==> config.mk <==
export PLATFORM = sky130hd
export DESIGN_NAME = st7789_spi_responder
export DESIGN_NICKNAME = d
export VERILOG_FILES = /design/src/rtl/st7789_spi_responder.sv
export SDC_FILE = /design/constraint.sdc
export NUM_CORES = 1
export LEC_CHECK = 0
export BUFFER_PORTS_ARGS = -buffer_cell sky130_fd_sc_hd__buf_2
export CORE_MARGIN = 5
export CORE_UTILIZATION = 40
export CTS_CLUSTER_DIAMETER = 120
export DETAILED_ROUTE_END_ITERATION = 10
export MAX_ROUTING_LAYER = met4
export SLEW_MARGIN = 20
export SYNTH_ARGS = -nofsm -noshare
export SYNTH_HDL_FRONTEND = slang
export SYNTH_SLANG_ARGS = --single-unit
==> constraint.sdc <==
create_clock -name clk -period 2.3 [get_ports clk]
set_input_delay 0.46 -clock clk [delete_from_list [all_inputs] [get_ports clk]]
set_output_delay 0.46 -clock clk [all_outputs]
set_load 0.005 [all_outputs]
==> src/rtl/st7789_spi_responder.sv <==
// ST7789V3 4-wire serial responder: oversamples CS/SCL/SD/RS in the clk domain,
// frames MSB-first bytes, decodes the LCD command subset, tracks panel state and
// emits addressed RGB565 pixel writes.
// Optional macro ST7789_TIMING_CHK_EN adds a guard counter and timing_err output.
module st7789_spi_responder #(
  parameter int unsigned DISP_WIDTH   = 135,
  parameter int unsigned DISP_HEIGHT  = 240,
  parameter int unsigned SYNC_STAGES  = 2,
  parameter int unsigned GUARD_CYCLES = 50
) (
  input  logic        clk,
  input  logic        rst,
  input  logic        lcd_cs,
  input  logic        lcd_scl,
  input  logic        lcd_sd,
  input  logic        lcd_rs,
  output logic        cmd_valid,
  output logic [7:0]  cmd_code,
  output logic        param_valid,
  output logic [7:0]  param_data,
  output logic [2:0]  param_idx,
  output logic        px_valid,
  output logic [7:0]  px_x,
  output logic [7:0]  px_y,
  output logic [15:0] px_data,
  output logic        sleep_out,
  output logic        disp_on,
  output logic        inv_on,
`ifdef ST7789_TIMING_CHK_EN
  output logic        timing_err,
`endif
  output logic        frame_err
);

  localparam logic [7:0] XeRst = 8'(DISP_WIDTH);
  localparam logic [7:0] YeRst = 8'(DISP_HEIGHT);

  typedef enum logic [1:0] {StIdle, StParam, StRamwr} state_e;

  // ---------------- Input synchronisers ----------------
  logic [3:0] sync_q [SYNC_STAGES];
  logic       cs_s, scl_s, sd_s, rs_s;

  // Shift {cs, scl, sd, rs} through SYNC_STAGES flops.
  always_ff @(posedge clk or negedge rst) begin
    if (!rst) begin
      for (int i = 0; i < SYNC_STAGES; i++) sync_q[i] <= '0;
    end else begin
      sync_q[0] <= {lcd_cs, lcd_scl, lcd_sd, lcd_rs};
      for (int i = 1; i < SYNC_STAGES; i++) sync_q[i] <= sync_q[i-1];
    end
  end

  assign {cs_s, scl_s, sd_s, rs_s} = sync_q[SYNC_STAGES-1];

  // ---------------- Byte framer ----------------
  logic       cs_prev_q, scl_prev_q, armed_q;
  logic [2:0] bit_cnt_q;
  logic [6:0] shift_q;
  logic       rx_stb_q, rx_rs_q, rx_err_q;
  logic [7:0] rx_byte_q;
  logic       scl_rise, cs_rise, active, done;

  assign scl_rise = scl_s & ~scl_prev_q;
  assign cs_rise  = cs_s & ~cs_prev_q;
  // The cycle CS rises still counts, so a byte finishing on that cycle completes.
  assign active   = armed_q & (~cs_s | cs_rise);
  assign done     = active & scl_rise & (bit_cnt_q == 3'd7);

  // Count bits, assemble bytes and flag partial bytes cut off by CS release.
  // Framing is armed only once CS has been seen high after reset.
  always_ff @(posedge clk or negedge rst) begin
    if (!rst) begin
      cs_prev_q  <= 1'b0;
      scl_prev_q <= 1'b0;
      armed_q    <= 1'b0;
      bit_cnt_q  <= '0;
      shift_q    <= '0;
      rx_stb_q   <= 1'b0;
      rx_rs_q    <= 1'b0;
      rx_err_q   <= 1'b0;
      rx_byte_q  <= '0;
    end else begin
      cs_prev_q  <= cs_s;
      scl_prev_q <= scl_s;
      armed_q    <= armed_q | cs_s;
      rx_stb_q   <= done;
      rx_err_q   <= armed_q & cs_rise & ~done & (bit_cnt_q != 3'd0);
      if (done) begin
        rx_byte_q <= {shift_q, sd_s};
        rx_rs_q   <= rs_s;
      end
      if (cs_rise || !armed_q) begin
        bit_cnt_q <= '0;
      end else if (active && scl_rise) begin
        bit_cnt_q <= bit_cnt_q + 3'd1;
        shift_q   <= {shift_q[5:0], sd_s};
      end
    end
  end

  // ---------------- Decoder state ----------------
  state_e      state_q, state_d;
  logic [7:0]  cmd_code_q, cmd_code_d, param_data_q, param_data_d, b1_q, b1_d;
  logic [2:0]  param_idx_q, param_idx_d, pcnt_q, pcnt_d;
  logic [7:0]  xs_q, xs_d, xe_q, xe_d, ys_q, ys_d, ye_q, ye_d;
  logic [7:0]  cx_q, cx_d, cy_q, cy_d, px_x_q, px_x_d, px_y_q, px_y_d;
  logic [15:0] px_data_q, px_data_d;
  logic        phase_q, phase_d, sleep_q, sleep_d, disp_q, disp_d, inv_q, inv_d;
  logic        cmd_valid_q, cmd_valid_d, param_valid_q, param_valid_d;
  logic        px_valid_q, px_valid_d, frame_err_q, frame_err_d;
  logic        guard_load;
`ifdef ST7789_TIMING_CHK_EN
  logic [15:0] guard_q, guard_d;
  logic        timing_err_q, timing_err_d;
`endif

  // Next-state decode of each completed byte.
  always_comb begin
    state_d       = state_q;
    cmd_code_d    = cmd_code_q;
    param_data_d  = param_data_q;
    param_idx_d   = param_idx_q;
    pcnt_d        = pcnt_q;
    b1_d          = b1_q;
    xs_d = xs_q; xe_d = xe_q; ys_d = ys_q; ye_d = ye_q;
    cx_d = cx_q; cy_d = cy_q;
    px_x_d        = px_x_q;
    px_y_d        = px_y_q;
    px_data_d     = px_data_q;
    phase_d       = phase_q;
    sleep_d       = sleep_q;
    disp_d        = disp_q;
    inv_d         = inv_q;
    cmd_valid_d   = 1'b0;
    param_valid_d = 1'b0;
    px_valid_d    = 1'b0;
    frame_err_d   = rx_err_q;
    guard_load    = 1'b0;
    if (rx_stb_q) begin
      if (!rx_rs_q) begin
        cmd_valid_d = 1'b1;
        cmd_code_d  = rx_byte_q;
        param_idx_d = '0;
        pcnt_d      = '0;
        phase_d     = 1'b0;
        state_d     = StIdle;
        case (rx_byte_q)
          8'h2C: begin
            state_d = StRamwr;
            cx_d    = xs_q;
            cy_d    = ys_q;
          end
          8'h2A, 8'h2B: state_d = StParam;
          8'h01: begin
            xs_d = '0; xe_d = XeRst; ys_d = '0; ye_d = YeRst;
            cx_d = '0; cy_d = '0;
            b1_d = '0;
            sleep_d = 1'b0; disp_d = 1'b0; inv_d = 1'b0;
            guard_load = 1'b1;
          end
          8'h11: begin
            sleep_d    = 1'b1;
            guard_load = 1'b1;
          end
          8'h10: sleep_d = 1'b0;
          8'h29: disp_d = 1'b1;
          8'h28: disp_d = 1'b0;
          8'h21: inv_d = 1'b1;
          8'h20: inv_d = 1'b0;
          default: ;
        endcase
      end else if (state_q == StRamwr) begin
        if (!phase_q) begin
          px_data_d[15:8] = rx_byte_q;
          phase_d         = 1'b1;
        end else begin
          px_data_d[7:0] = rx_byte_q;
          phase_d        = 1'b0;
          if (xs_q > xe_q || ys_q > ye_q) begin
            frame_err_d = 1'b1;
          end else begin
            px_valid_d = 1'b1;
            px_x_d     = cx_q;
            px_y_d     = cy_q;
            if (cx_q == xe_q) begin
              cx_d = xs_q;
              cy_d = (cy_q == ye_q) ? ys_q : cy_q + 8'd1;
            end else begin
              cx_d = cx_q + 8'd1;
            end
          end
        end
      end else begin
        param_valid_d = 1'b1;
        param_data_d  = rx_byte_q;
        param_idx_d   = pcnt_q;
        if (pcnt_q != 3'd7) pcnt_d = pcnt_q + 3'd1;
        if (state_q == StParam) begin
          if (pcnt_q == 3'd1) b1_d = rx_byte_q;
          // Only the low byte of each 16-bit coordinate is kept.
          if (pcnt_q == 3'd3) begin
            if (cmd_code_q == 8'h2A) begin
              xs_d = b1_q;
              xe_d = rx_byte_q;
            end else begin
              ys_d = b1_q;
              ye_d = rx_byte_q;
            end
          end
        end
      end
    end
  end

`ifdef ST7789_TIMING_CHK_EN
  // Guard counter: reloads on SWRESET/SLPOUT, flags any byte landing while it runs.
  always_comb begin
    guard_d      = (guard_q != 16'd0) ? guard_q - 16'd1 : 16'd0;
    timing_err_d = rx_stb_q & (guard_q != 16'd0);
    if (guard_load) guard_d = 16'(GUARD_CYCLES);
  end

  // Guard counter and timing_err registers.
  always_ff @(posedge clk or negedge rst) begin
    if (!rst) begin
      guard_q      <= '0;
      timing_err_q <= 1'b0;
    end else begin
      guard_q      <= guard_d;
      timing_err_q <= timing_err_d;
    end
  end

  assign timing_err = timing_err_q;
`endif

  // Decoder state register.
  always_ff @(posedge clk or negedge rst) begin
    if (!rst) begin
      state_q <= StIdle;
      cmd_code_q <= '0; param_data_q <= '0; param_idx_q <= '0; pcnt_q <= '0; b1_q <= '0;
      xs_q <= '0; xe_q <= XeRst; ys_q <= '0; ye_q <= YeRst;
      cx_q <= '0; cy_q <= '0; px_x_q <= '0; px_y_q <= '0; px_data_q <= '0;
      phase_q <= 1'b0; sleep_q <= 1'b0; disp_q <= 1'b0; inv_q <= 1'b0;
      cmd_valid_q <= 1'b0; param_valid_q <= 1'b0; px_valid_q <= 1'b0; frame_err_q <= 1'b0;
    end else begin
      state_q <= state_d;
      cmd_code_q <= cmd_code_d; param_data_q <= param_data_d; param_idx_q <= param_idx_d;
      pcnt_q <= pcnt_d; b1_q <= b1_d;
      xs_q <= xs_d; xe_q <= xe_d; ys_q <= ys_d; ye_q <= ye_d;
      cx_q <= cx_d; cy_q <= cy_d; px_x_q <= px_x_d; px_y_q <= px_y_d; px_data_q <= px_data_d;
      phase_q <= phase_d; sleep_q <= sleep_d; disp_q <= disp_d; inv_q <= inv_d;
      cmd_valid_q <= cmd_valid_d; param_valid_q <= param_valid_d;
      px_valid_q <= px_valid_d; frame_err_q <= frame_err_d;
    end
  end

  assign cmd_valid   = cmd_valid_q;
  assign cmd_code    = cmd_code_q;
  assign param_valid = param_valid_q;
  assign param_data  = param_data_q;
  assign param_idx   = param_idx_q;
  assign px_valid    = px_valid_q;
  assign px_x        = px_x_q;
  assign px_y        = px_y_q;
  assign px_data     = px_data_q;
  assign sleep_out   = sleep_q;
  assign disp_on     = disp_q;
  assign inv_on      = inv_q;
  assign frame_err   = frame_err_q;

endmodule

## Word level (Yosys, flattened, before mapping)

Index checks and enable logic that the tools add are counted.

| cells by class | value |
|---|---|
| multiplexer cells | 69 |
| bitwise logic cells | 19 |
| $add $sub $neg | 4 |
| reductions and logical operators | 32 |
| magnitude comparators | 2 |
| equality and inequality tests | 30 |

Operators by type and width:

| kind | count |
|---|---|
| 8-bit two-way mux | 38 |
| 8-bit by 6-bit == test with 1-bit output (second input constant) | 8 |
| 8-bit one-hot mux with 2 select lines | 2 |
| 3-bit two-way mux | 7 |
| 1-bit two-way mux | 18 |
| 6-bit AND reduction | 3 |
| 8-bit by 1-bit adder with 8-bit output (second input constant) | 2 |
| 8-bit by 5-bit == test with 1-bit output (second input constant) | 2 |
| 8-bit == test | 2 |
| 8-bit > comparator | 2 |
| 2-bit by 1-bit inequality test with 1-bit output (second input constant) | 8 |
| 3-bit AND reduction | 5 |
| 5-bit AND reduction | 3 |
| 2-bit nonzero test | 5 |
| 1-bit inverter | 9 |
| 1-bit AND | 8 |
| 8-bit by 1-bit == test with 1-bit output (second input constant) | 1 |
| 2-bit AND reduction | 4 |
| 4-bit AND reduction | 2 |
| 2-bit OR reduction | 4 |
| 3-bit by 1-bit adder with 3-bit output (second input constant) | 2 |
| 2-bit inequality test (second input constant) | 3 |
| 1-bit one-hot mux with 2 select lines | 3 |
| 3-bit nonzero test | 2 |
| other kinds (11) | 13 |

| storage, ports and cells | value |
|---|---|
| input port bits | 6 |
| bits in registers | 152 |

## Depth between registers and ports, before layout

Gate-level depths: netlist of the first run.

| logic depth | value |
|---|---|
| depth in word-level cells | 9 |
| mapped depth | 10 |
| mapped depth without buffers | 9 |

## Worst setup path before layout of the first run

OpenSTA, ideal clock, no wires.

| timing path | value |
|---|---|
| path kind | reg-to-reg |
| start | register xe_q[1] |
| end | register px_x_q[0], in the netlist px_x[0] |
| arrival | 2.222 ns |
| data required time | 2.175 ns |
| clock period less this slack | 2.346 ns |
| stages on the path, launching flop included | 10 |
| path slack | -0.046 ns |
| cell sequence | dfstp_2 inv_1 ha_1 nor2b_1 o211ai_1 a21oi_1 o22ai_1 nand3_1 clkbuf_1 mux2_2 |

| between the ends | value |
|---|---|
| longest elaborated chain between the ends | 4 |

RTL lines:

| item | RTL line | RTL |
|---|---|---|
| start: declaration | 106 | `logic [7:0] xs_q, xs_d, xe_q, xe_d, ys_q, ys_d, ye_q, ye_d;` |
| start signal: assignment | 243 | `xs_q <= '0; xe_q <= XeRst; ys_q <= '0; ye_q <= YeRst;` |
| start signal: assignment | 251 | `xs_q <= xs_d; xe_q <= xe_d; ys_q <= ys_d; ye_q <= ye_d;` |
| 8-bit > comparator | 180 | `if (xs_q > xe_q \|\| ys_q > ye_q) begin` |
| 1-bit logical OR | 180 |  |
| 1-bit inverter (no line) | n/a |  |
| 5-bit AND reduction (no line) | n/a |  |
| end signal: assignment | 244 | `cx_q <= '0; cy_q <= '0; px_x_q <= '0; px_y_q <= '0; px_data_q <= '0;` |
| end signal: assignment | 252 | `cx_q <= cx_d; cy_q <= cy_d; px_x_q <= px_x_d; px_y_q <= px_y_d; px_data_q <= px_data_d;` |
| end: declaration | 107 | `logic [7:0] cx_q, cx_d, cy_q, cy_d, px_x_q, px_x_d, px_y_q, px_y_d;` |

No other way between the ends.
A chain may end at the register's enable or synchronous reset.

## Final worst setup path of the first run

| timing path | value |
|---|---|
| start | register ye_q[6] |
| end | register cx_q[0] |

| between the ends | value |
|---|---|
| longest elaborated chain between the ends | 4 |

RTL lines:

| item | RTL line |
|---|---|
| start: declaration | 106 |
| start signal: assignment | 243 |
| start signal: assignment | 251 |
| 8-bit > comparator | 180 |
| 1-bit logical OR | 180 |
| 2-bit inequality test (no line) | n/a |
| 5-bit AND reduction (no line) | n/a |
| end signal: assignment | 244 |
| end signal: assignment | 252 |
| end: declaration | 107 |

No other way between the ends.

==> results of run 1 <==
state kept, by name, summed over array words and instances, names as in the netlist, 2 cells and up:
register	cells
sync_q	4
px_x	8
xs_q	8
b1_q	8
pcnt_q	3
cy_q	8
px_y	8
rx_byte_q	8
cx_q	8
ys_q	8
param_data	8
xe_q	8
shift_q	7
param_idx	3
bit_cnt_q	3
cmd_code	8
state_q	2
ye_q	8
px_data	16
cell usage in the layout (no fill, tap or decap), types with 6 or more instances in the layout:
cell and instances:
clkbuf_16 18, xor2_1 16, o21ai_0 71, a22o_1 11
a21oi_1 28, nand3_1 6, dfstp_2 8, nand2_1 143
buf_2 62, nand4_1 9, mux2_2 39, ha_1 21
nor3_1 6, dfrtp_1 142, inv_1 27, o21ai_1 7
buf_4 69, nor3b_1 13, nor2_1 11, and3_1 9
critical path: stages, from the launching register on:
cell and delay [ns]:
dfstp_2 0.54, inv_2 0.05, ha_4 0.26, nand4_1 0.21, a21oi_2 0.22, o22ai_4 0.12
a21boi_2 0.25, nand2b_4 0.22, mux2_4 0.30
area by class of cell:
cell class / instances / area, sq um / area share
clock buffer: 20 / 447 / 0.0514
clock inverter: 12 / 93.8 / 0.0108
inverter: 31 / 116 / 0.0134
multi-input combinational: 452 / 2990 / 0.343
sequential: 152 / 3820 / 0.439
tap: 225 / 282 / 0.0324
timing repair buffer: 139 / 957 / 0.110
cell families after synthesis:
kind of cell | after synthesis
xor gates and xnor gates | 16
buffers and inverters | 63
and+or+nand+nor | 229
adders and majority gates | 25
DFF | 152
muxes | 43
AOI/OAI and AO/OA | 139
metrics by stage:
step | total power [mW] | cell area [sq um]
after floorplan | 2.89 | 6890
after global placement | 2.97 | 7920
after detailed placement | 2.99 | 7920
after CTS | 5.55 | 8490
after global routing | 5.69 | 8700
final | 5.49 | 8700
metal layers:
metal  wire length [um]  global-route usage  vias to the layer above
li1                   -                   -                     2553
met5                  0                   -                        -
met2               8390               0.289                      129
met4                233              0.0459                        0
met1               7900               0.239                     2631
met3                653              0.0374                       21
cell usage after synthesis (all sizes together), types with 9 or more instances:
master,instances
nor3b,13
nand4,9
nand2,145
mux2,43
a21oi,29
xor2,16
clkbuf,26
ha,25
a22o,11
nor2,12
inv,30
and3,9
dfrtp,144
o21ai,81
power by group:
part	total (mW)	switching, mW	internal [mW]
Sequential	2.78	0.0428	2.74
Combinational	0.153	0.0852	0.0682
Clock	2.55	1.13	1.42
Total	5.49	1.26	4.23
timing repair:
item | in CTS | in global routing
setup buffers | 1 | 4
hold endpoints to repair | 17 | 0
hold buffers | 1 | 0
gates cloned | 0 | 1
gates resized for setup | 4 | 31
pin swaps | 1 | 3
endpoints found under the setup margin | 32 | 70
worst min path at each step:
stage	startpoint	to	slack [ns]	depth (start not counted)
5_1_grt	lcd_scl	sync_q[6]$_DFF_PN0_	0.13	1
6_report	lcd_cs	sync_q[7]$_DFF_PN0_	0.14	1
2_1_floorplan	rst	armed_q$_DFF_PN0_	0.16	0
4_1_cts	lcd_scl	sync_q[6]$_DFF_PN0_	0.13	1
3_3_place_gp	rst	px_x[0]$_DFFE_PN0P_	0.32	1
3_5_place_dp	rst	px_valid$_DFF_PN0_	0.32	1
==> results.md, run 1 <==
- The critical path class is reg -> reg.
- The area growth from synthesis to final layout is 26.2%.
- The number of standard-cell rows in the floorplan is 48.
- The number of standard cells after synthesis is about 670.
- The half-perimeter wire length after detailed placement is between 10000 and 15000 um.
- The nature of the critical path endpoint is a register.
- The number of global-route vias before repair is 5461.
- After detailed routing, the average wire length per cell comes to around 17 um.
- Across every metal layer, demand over resource in global routing totals 0.181.
- STA classifies the critical path startpoint as a register.
- After detailed routing, the number of vias per cell comes to approximately 5.2.
- The mapped netlist covers 6890 sq um.
- For this block, the initial DRC count from the detailed router was around 280.
- Summed over all layers, the routed wires come to 17200 um.
- For this configuration, the core starts out at a cell density of 0.403.
- The first element of the critical path is ye_q[6]$_DFFE_PN1P_.
- The share of synthesized area in the top cell type comes to 0.523.
- The biggest area consumer among synthesized cells is dfrtp_1.
- The total setup violations reported at the end of the flow is 0.
- Summed over all failing endpoints, the final setup total negative slack is 0 ns.
- In this run the worst path has a maximum fanout of 7.
- During I/O placement, the number of pins put on the boundary was 64.
- The CTS tree is done.
- After synthesis, the largest family of logic cells by area is simple AND/OR/NAND/NOR gates.
- Across the run, the number of max-cap violations was 0.
- The count of antenna-violating nets left after detailed routing is 0.
- Leaving out filler cells and counting taps, the final layout contains roughly 1000.
- Derived from the worst setup path, the maximum achievable clock frequency is 0.435 GHz.
- For this run, the number of Yosys warnings is 0.
- The multiplexer share of the synthesized area is 0.0714.
- By area the synthesized netlist is led by dfrtp_1 52%, nand2_1 7.9%, mux2_2 6.7%, o21ai_0 5.3%, ha_1 4.5%.
- The congestion estimate from routability-driven global placement came to 0.893.
- In this run the clock root is driven by a clkbuf_16.
- The number of antenna violations at the first check in global routing came to 0.
- Dividing the final minimum period by the clock period gives 0.999.
- The clock latency on the worst-skew pair is roughly 0.42 ns.
- Timing analysis after detailed placement gives a worst setup slack of -0.191 ns.
- The cell leakage power is roughly 4.4 nW.
- Yosys mapped a number of flops with a built-in enable equal to 0.
- The routed design could run at a clock period as short as about 2.3 ns.
- The worst hold path belongs to the class in -> reg.
- In this run the tightest slew margin relative to its limit is 0.604.
- The total number of vias is about 5300.
- The fraction of layout instances using a drive strength above 1 is 0.311.
- The maximum clock skew at final layout is between 0.01 and 0.015 ns.
- The fraction of the mapped netlist area in compound gates is 0.117.
- The final hold slack is around 0.14 ns.
- Of the total synthesized cell area, the portion taken by XOR and XNOR cells is 0.0203.
- The worst-case IR drop observed on VDD is about 0.52 mV.
- 0 antenna diodes ended up in the layout.
- After floorplanning, the core was sized to cover 17100 sq um.
- The maximum clock insertion buffer count is 2.
- Counting flops and latches in the post-synthesis netlist gives roughly 150.
- The global-route wire length before repair is about 28000 um.
- In this run, CTS created clock tree buffers numbering 17.
- The post-synth net total is 698.
- Among all flip-flop cells after synthesis, the most frequent one is dfrtp_1.
- The die is 141 um tall.
- The first TritonRoute pass finished after 5 iterations.
- The clock net in this run drives a total of about 150 sinks.
- The number of max-slew violations in the final report is 0.
- In this run the worst setup path terminates at cx_q[0]$_DFFE_PN0P_.
- Once placement completed, the tool counted placed cells totaling ~990.
- The die width is about 140 um.
- In this run the mean area of a mapped cell was approximately 10 sq um.
- The flow ran to the end, and the final reports show no timing, DRC or antenna violations.
- Fill cells in the final layout number between 1500 and 2000.
- The worst register-to-register path ends at cx_q[0]$_DFFE_PN0P_.
- The setup slack on the worst flop-to-flop path is about 0.0027 ns.
- The worst endpoint required time is 2.60 ns.
- The worst-margin pin slew is slightly below 0.6 ns.
- Clock-pin slew was measured on the worst setup and hold paths at approximately 0.070 ns.
- Setup repair after global routing could not meet its margin everywhere.
- The largest net degree at the start of global routing is 64.
- The depth of the most critical reg-to-reg path is 8.
- The clock tree synthesis step divided the H-tree into 4 levels.
- The fraction of the core area covered by cells at the end of the flow is 0.508.
- The fraction of registers with async set or reset after synthesis is 1.00.
- The sum of overflow across all layers after global routing is 0.
- The startpoint identified for the worst register-to-register timing path is ye_q[6]$_DFFE_PN1P_.
- The number of distinct library cells after synthesis is 46.
- Of the total synthesized cell area, the portion taken by full adders, half adders and majority gates is 0.0454.
- The portion of the post-synthesis area used by sequential elements is 0.553.
- Of the total synthesized cell area, the portion taken by AND, OR, NAND and NOR gates is 0.156.
- The floorplan step defined a die boundary enclosing 20000 sq um.
- The number of buffers inserted by port buffering is 63.
- The number of failing hold endpoints at the final stage is 0.
- The power per standard cell area is around 630 nW/um^2.
- Data on the critical path arrives at its endpoint at around 2.6 ns.
- The total number of nets in the final design is 824.
- In the post-route analysis, the smallest setup slack over all paths is approximately 0.0027 ns.
- The final routed DRC violation total is 0.
(Power assumes the default switching activity.)
==> run 2: changes to the inputs <==
--- a/config.mk
+++ b/config.mk
@@ -7,10 +7,11 @@
 export LEC_CHECK = 0
 export BUFFER_PORTS_ARGS = -buffer_cell sky130_fd_sc_hd__buf_2
 export CORE_MARGIN = 5
-export CORE_UTILIZATION = 40
+export CORE_UTILIZATION = 50
 export CTS_CLUSTER_DIAMETER = 120
 export DETAILED_ROUTE_END_ITERATION = 10
 export MAX_ROUTING_LAYER = met4
+export PLACE_DENSITY = 0.72
 export SLEW_MARGIN = 20
 export SYNTH_ARGS = -nofsm -noshare
 export SYNTH_HDL_FRONTEND = slang
==> run 2 against run 1 <==
  * Fmax increased by 2.0%
  * Sequential share of layout area is 0.46 points higher
  * Sequential cell count stayed put
  * Sequential power is essentially flat
  * Clock power is 18% higher
  * Via count about the same
  * Clock-buffer cell count decreased by 3
  * Largest cell class unchanged
==> results.md, run 2 (same netlist as run 1, synthesis figures left out) <==
- The average vias per placed instance is about 5.5.
- The clock passes through at most 2 buffers.
- Summed over all cells, the static leakage comes to approximately 4.4 nW.
- The most common library cell in the layout ignoring fill and taps is dfrtp_1.
- The H-tree depth is 4.
- TritonCTS built the clock tree.
- After clock tree synthesis, the clock-pin slew on the worst setup and hold paths is 0.06 ns.
- The library cells used most frequently in the layout, excluding fill and tap cells, are 144 x dfrtp_1, 142 x nand2_1, 63 x o21ai_0.
- The later pin in the worst-skew pair is clocked with a latency of 0.43 ns.
- The tool flagged a number of max-cap violations equal to 0.
- The beginning of the worst hold path is lcd_cs.
- The time the worst path needs with I/O delays and setup is between 2 and 2.5 ns.
- Across every metal layer, demand over resource in global routing totals 0.212.
- The depth of the most critical reg-to-reg path is 8.
- In this run the worst hold path is classified as in -> reg.
- After global routing the overflow that remains totals 0.
- The fraction of the core area covered by cells at the end of the flow is 0.627.
- The final hold slack is ~0.14 ns.
- The overall routed net length is between 15000 and 20000 um.
- The worst endpoint required time is approximately 2.6 ns.
- In this run, CTS created clock tree buffers numbering 17.
- The worst register-to-register path begins at rx_byte_q[3]$_DFFE_PN0P_.
- The cell at the root of the clock tree is clkbuf_16.
- From left edge to right edge, the die measures about 130 um.
- The total setup violations reported at the end of the flow is 0.
- In this run the count of I/O pins placed on the die edge is 64.
- The nature of the critical path endpoint is a register.
- The worst setup path is launched from a register.
- The sum of internal, switching and leakage power is about 5.9 mW.
- The routability congestion estimate from global placement is around 0.84.
- The floorplan step set the die height to around 130 um.
- The floorplan step defined a die boundary enclosing 16200 sq um.
- The repair_antennas step left the layout with diodes totalling 0.
- The count of buffers added on input and output ports is 63.
- The pre-antenna-repair detailed-routing pass consisted of 5 iterations.
- The run finished with clean final reports.
- The number of flip-flops under the largest register name is 16.
- Of the available clock period, the critical path in the final layout requires 0.980.
- Data on the critical path arrives at its endpoint at ~2.6 ns.
- The final routed DRC violation total is 0.
- The worst register-to-register path ends at cy_q[5]$_DFFE_PN0P_.
- The number of fill cells in the layout is between 1000 and 1500.
- The global-route wire length before repair is 26700 um.
- The number of global-route vias before repair is about 5500.
- The power per standard cell area is 691 nW/um^2.
- The half-perimeter wire length after detailed placement is about 11000 um.
- From synthesis to final layout, the design area changed by 24.8%.
- The worst setup path is of the reg -> reg kind.
- The detailed router finished its first iteration with 531 violations.
- The total number of vias is between 5000 and 6000.
- In the final layout, the share of cells above drive strength 1 is 0.288.
- The number of failing hold endpoints at the final stage is 0.
- The worst slew slack as a fraction of its limit is 0.606.
- Once detail routing completed, the nets flagged for antenna violations numbered 0.
- The number of standard-cell rows in the floorplan is 43.
- The number of antenna violations at the first check in global routing is 0.
- The most critical setup path has its startpoint at rx_byte_q[3]$_DFFE_PN0P_.
- In this run the worst setup path terminates at cy_q[5]$_DFFE_PN0P_.
- The highest clock frequency the design can meet is 0.444 GHz.
- Dividing the detail-routed wire length by the instance count gives between 15 and 20 um.
- The maximum fanout along the worst path is 5.
- The setup check on the worst reg-to-reg path leaves a slack of between 0.04 and 0.05 ns.
- The worst-margin pin slew is approximately 0.6 ns.
- The clock sink count is 152.
- The final layout contains between 800 and 900 nets.
- The area inside the core boundary is 13700 sq um.
- The maximum clock skew at final layout is ~0.0089 ns.
- The largest net degree at the start of global routing is 69.
- The initial core utilization is 0.502.
- Setup repair after global routing could not meet its margin everywhere.
- The number of max-slew violations in the final report was 0.
- VDD sags by at most between 0.6 and 0.7 mV.
run 2: changes by cell type in the layout (fill, tap and decap cells not counted), moves of 3 or more:
cell       change
buf_4         -19
o21ai_1       +10
o21ai_0        -8
mux2_2         -7
mux2_4         +7
bufinv_16      +4
ha_1           +3
ha_4           -3
run 2: power breakdown:
group	internal, mW	switching, mW	total [mW]
clock	1.83	1.17	3.00
sequential	2.74	0.0460	2.79
combinational	0.0664	0.0849	0.151
total	4.64	1.30	5.94
run 2: area by class of cell:
class,instances,area [sq um],share of cell area
multi-input cells,452,2960,0.344
repair buffers,122,855,0.0993
flip-flops and latches,152,3810,0.443
well taps,180,225,0.0262
inverters,31,116,0.0135
clock buffers,17,425,0.0494
clock inverters,15,211,0.0246
run 2: worst min path at each step:
stage | endpoint | slack (ns) | cells past startpoint
detailed placement | scl_s$_DFF_PN0_ | 0.34 | 0
global route | sync_q[5]$_DFF_PN0_ | 0.13 | 1
global placement | sd_s$_DFF_PN0_ | 0.33 | 0
CTS | sync_q[6]$_DFF_PN0_ | 0.13 | 1
floorplan | armed_q$_DFF_PN0_ | 0.16 | 0
finish | sync_q[7]$_DFF_PN0_ | 0.14 | 1
run 2: stage by stage:
step	area [sq um]	cells	setup TNS (ns)	setup slack [ns]
2_1_floorplan	6890	667	0	0.0215
3_3_place_gp	7720	927	-0.334	-0.0969
3_5_place_dp	7720	927	-0.574	-0.162
4_1_cts	8400	960	-0.0521	-0.0184
5_1_grt	8600	969	-0.383	-0.0572
6_report	8600	969	0	0.0471
run 2: layer usage:
layer / GRT usage / up-vias / routed length (um)
li1: - / 2526 / -
met1: 0.270 / 2608 / 7210
met2: 0.336 / 167 / 8080
met3: 0.0510 / 34 / 838
met4: 0.0707 / 0 / 379
met5: - / - / 0
run 2: worst max-delay path: stages (launching register included):
cell	delay (ns)
dfrtp_1	0.38
or3_4	0.39
and4bb_4	0.35
nor2_2	0.06
a221oi_4	0.32
buf_12	0.16
nand2_2	0.09
o31ai_1	0.27
o21ai_1	0.11
run 2: repair_timing:
action | in CTS | in global routing
endpoints found under the setup margin | 18 | 38
setup buffers | 0 | 8
cloned | 0 | 1
hold buffers | 1 | 0
hold endpoints to repair | 33 | 0
resized for setup | 6 | 35
pin swaps | 1 | 8
==> run 3: changes to the inputs <==
--- a/config.mk
+++ b/config.mk
@@ -8,10 +8,12 @@
 export BUFFER_PORTS_ARGS = -buffer_cell sky130_fd_sc_hd__buf_2
 export CORE_MARGIN = 5
 export CORE_UTILIZATION = 50
+export CTS_BUF_LIST = sky130_fd_sc_hd__clkbuf_8
 export CTS_CLUSTER_DIAMETER = 120
 export DETAILED_ROUTE_END_ITERATION = 10
 export MAX_ROUTING_LAYER = met4
 export PLACE_DENSITY = 0.72
+export REMOVE_ABC_BUFFERS = 1
 export SLEW_MARGIN = 20
 export SYNTH_ARGS = -nofsm -noshare
 export SYNTH_HDL_FRONTEND = slang
==> run 3 against run 2 <==
  * The flow now finishes with violations (setup timing)
  * First-iteration DRC count fell by 14%
  * Worst setup slack got worse by 0.049 ns
  * Critical path depth increased by 1
  * Critical path type unchanged
  * Wire length shrank 2.1%
  * Largest cell class unchanged
==> results.md, run 3 (same netlist as run 1, synthesis figures left out) <==
- The flow ran to the end, but the final reports show violations.
- The checks that failed: setup timing.
- The final routed DRC violation total is 0.
- The final setup slack of the worst path is -0.00207 ns.
- For this block, the initial DRC count from the detailed router was roughly 460.
- Summed over all cells, the static leakage comes to roughly 4.2 nW.
- The routed wirelength normalized by instance count is between 15 and 20 um.
- The number of max-slew violations in the final report was 0.
- The total number of nets in the final design is between 700 and 800.
- IR analysis of the VDD net gives a maximum drop of around 0.54 mV.
- The clock sink count is approximately 150.
- The clock network power share is 0.399.
- The first element of the critical path is xe_q[1]$_DFFE_PN1P_.
- The time the worst path needs with I/O delays and setup is 2.30 ns.
- The slowest stage of the critical path belongs to the cell dfstp_2.
- The highest clock frequency the design can meet is approximately 0.43 GHz.
- The depth of the most critical reg-to-reg path is 9.
- The global-route wire length before repair is 26200 um.
- In this run the tool buffered the top-level ports with 63 buffer cells.
- The internal power consumption is 3.69 mW.
- The setup slack on the worst flop-to-flop path is -0.002 ns.
- The library cells used most frequently in the layout, excluding fill and tap cells, are 144 x dfrtp_1, 143 x nand2_1, 71 x o21ai_0.
- The post-placement cell area is about 7700 sq um.
- The number of global-route vias before repair is between 5000 and 6000.
- Counting the fill cells in the layout gives 1101.
- Setup violations remaining at the end of the flow were counted as 1.
- In this run the count of I/O pins placed on the die edge is 64.
- In this run, placement finished with an instance count of between 900 and 1000.
- Hold timing on the final database bottoms out at a slack of 0.0903 ns.
- The critical path in this run is classified as reg -> reg.
- The path class of the tightest hold or removal check is in -> reg.
- The routed layout has ~5300 vias.
- For this run, the share of the core covered by cells in the final layout is 0.608.
- The area inside the core boundary is ~14000 sq um.
- Once layout is complete, the cells apart from fillers number 961.
- The routability congestion estimate from global placement is just under 0.9.
- The worst slew slack as a fraction of its limit is 0.643.
- Setup total negative slack on the finished layout was measured at -0.00207 ns.
- The sum of overflow across all layers after global routing is 0.
- The floorplan step set the die height to approximately 130 um.
- The overall routing resource usage is 0.209.
- The number of flip-flops under the largest register name is 16.
- The H-tree depth is 4.
- In the finished design, the share of the clock period the worst path needs comes to 1.00.
- The number of antenna violations at the first check in global routing came to 0.
- The number of antenna diodes in the final layout is 0.
- The last element of the critical path is cy_q[0]$_DFFE_PN0P_.
- The critical path goes through inv_2 > ha_4 > nor2b_4 > o211ai_1 > a21oi_1 > o22ai_2 > a21boi_2 > nand3b_4 > mux2_2.
- The launching point of the worst reg2reg path is xe_q[1]$_DFFE_PN1P_.
- The nature of the critical path endpoint is a register.
- The root buffer cell chosen for the clock tree is clkbuf_8.
- The switching part of the total power is 0.243.
- The combined area of the multi-input logic cells is around 3000 sq um.
- The sequential standard cell area is around 3800 sq um.
- Leaving out fill and tap cells, the most frequent cell in the layout is dfrtp_1.
- The maximum clock skew at final layout is 0.0159 ns.
- At the later pin of the worst-skew pair, clock insertion delay measures approximately 0.47 ns.
- The share of power burned in registers is 0.570.
- The power per standard cell area is 585 nW/um^2.
- Prior to clock tree synthesis, the placed netlist has a worst setup slack of -0.229 ns.
- The CTS tree is done.
- For this run, the detailed router's first-pass iteration total came to 8.
- The maximum clock insertion buffer count is 2.
- The detail route stage leaves a number of antenna-violating nets equal to 0.
- The largest net degree at the start of global routing is 52.
- The endpoint of the worst-slack reg-to-reg timing path is cy_q[0]$_DFFE_PN0P_.
- The number of failing hold endpoints at the final stage is 0.
- The fraction of layout instances using a drive strength above 1 is 0.284.
- The maximum fanout along the worst path is 4.
- Setup repair after global routing could not meet its margin everywhere.
- The half-perimeter wire length after detailed placement is between 10000 and 15000 um.
- The CTS clock-pin slew for the worst setup and hold paths is approximately 0.080 ns.
- The die width is between 100 and 150 um.
- The average vias per placed instance is ~5.5.
- The number of standard-cell rows in the floorplan is 43.
- The overall routed net length is around 16000 um.
- The sum of internal, switching and leakage power is between 4 and 5 mW.
- Summed over all nets, the switching power comes to about 1.2 mW.
- The floorplan step defined a die boundary enclosing approximately 16000 sq um.
- The finished cells cover 8340 sq um.
- For this run, the slowest stage of the critical path takes approximately 0.54 ns.
- The data arrival at the endpoint of the critical path is 2.65 ns.
- The number of max-cap violations is 0.
- The worst endpoint required time is about 2.7 ns.
- For this configuration, the core starts out at a cell density of 0.502.
- Counting the buffers created by CTS gives 17.
- For the pin with the worst max-slew slack, the measured transition is around 0.54 ns.
- Of the total power, combinational logic draws 0.030.
- The type of origin of the critical path is a register.
- The area growth from synthesis to final layout is 21.0%.
-- run 3: cell type report --
cell class | count | share of cell area
Clock buffer | 18 | 0.0297
Tap cell | 180 | 0.0270
Clock inverter | 14 | 0.0153
Multi-Input combinational cell | 452 | 0.362
Sequential cell | 152 | 0.457
Inverter | 31 | 0.0140
Timing Repair Buffer | 114 | 0.0948
-- run 3: layer usage --
metal	share of wire	global-route usage	vias to the layer above
met5	0	-	-
met2	0.49	0.326	168
li1	-	-	2499
met4	0.013	0.0618	0
met3	0.053	0.0514	22
met1	0.44	0.271	2632
-- run 3: worst min-delay path by stage --
stage                         from                  end  slack (ns)  cells after the start
6_report                    lcd_rs  sync_q[4]$_DFF_PN0_        0.09                      1
5_1_grt                     lcd_rs  sync_q[4]$_DFF_PN0_        0.07                      1
4_1_cts                     lcd_rs  sync_q[4]$_DFF_PN0_        0.07                      1
3_5_place_dp   sync_q[7]$_DFF_PN0_       cs_s$_DFF_PN0_        0.34                      0
3_3_place_gp   sync_q[5]$_DFF_PN0_       sd_s$_DFF_PN0_        0.33                      0
2_1_floorplan                  rst    armed_q$_DFF_PN0_        0.16                      0
-- run 3: power groups by stage --
| stage | combinational [mW] | sequential (mW) | clock (mW) |
|---|---|---|---|
| floorplan | 0.0694 | 2.82 | 0 |
| detailed placement | 0.152 | 2.83 | 0 |
| finish | 0.148 | 2.78 | 1.95 |
| global placement | 0.145 | 2.83 | 0 |
| CTS | 0.154 | 2.78 | 1.98 |
| global route | 0.173 | 2.79 | 2.12 |
-- run 3: critical path: cells and delay by family, from the launching register on --
kind / cells / cell delay [ns]
mux: 1 / 0.35
simple gates: 2 / 0.33
fa+ha+maj: 1 / 0.26
compound gates: 4 / 0.64
buf+inv: 1 / 0.05
flops: 1 / 0.54
-- run 3: timing repair --
item,in CTS,in global routing
pin swaps,1,8
endpoints found under the setup margin,31,46
endpoints found under the hold margin,44,0
gates cloned,0,2
hold buffers,1,0
buffers inserted,1,6
gates resized for setup,4,40
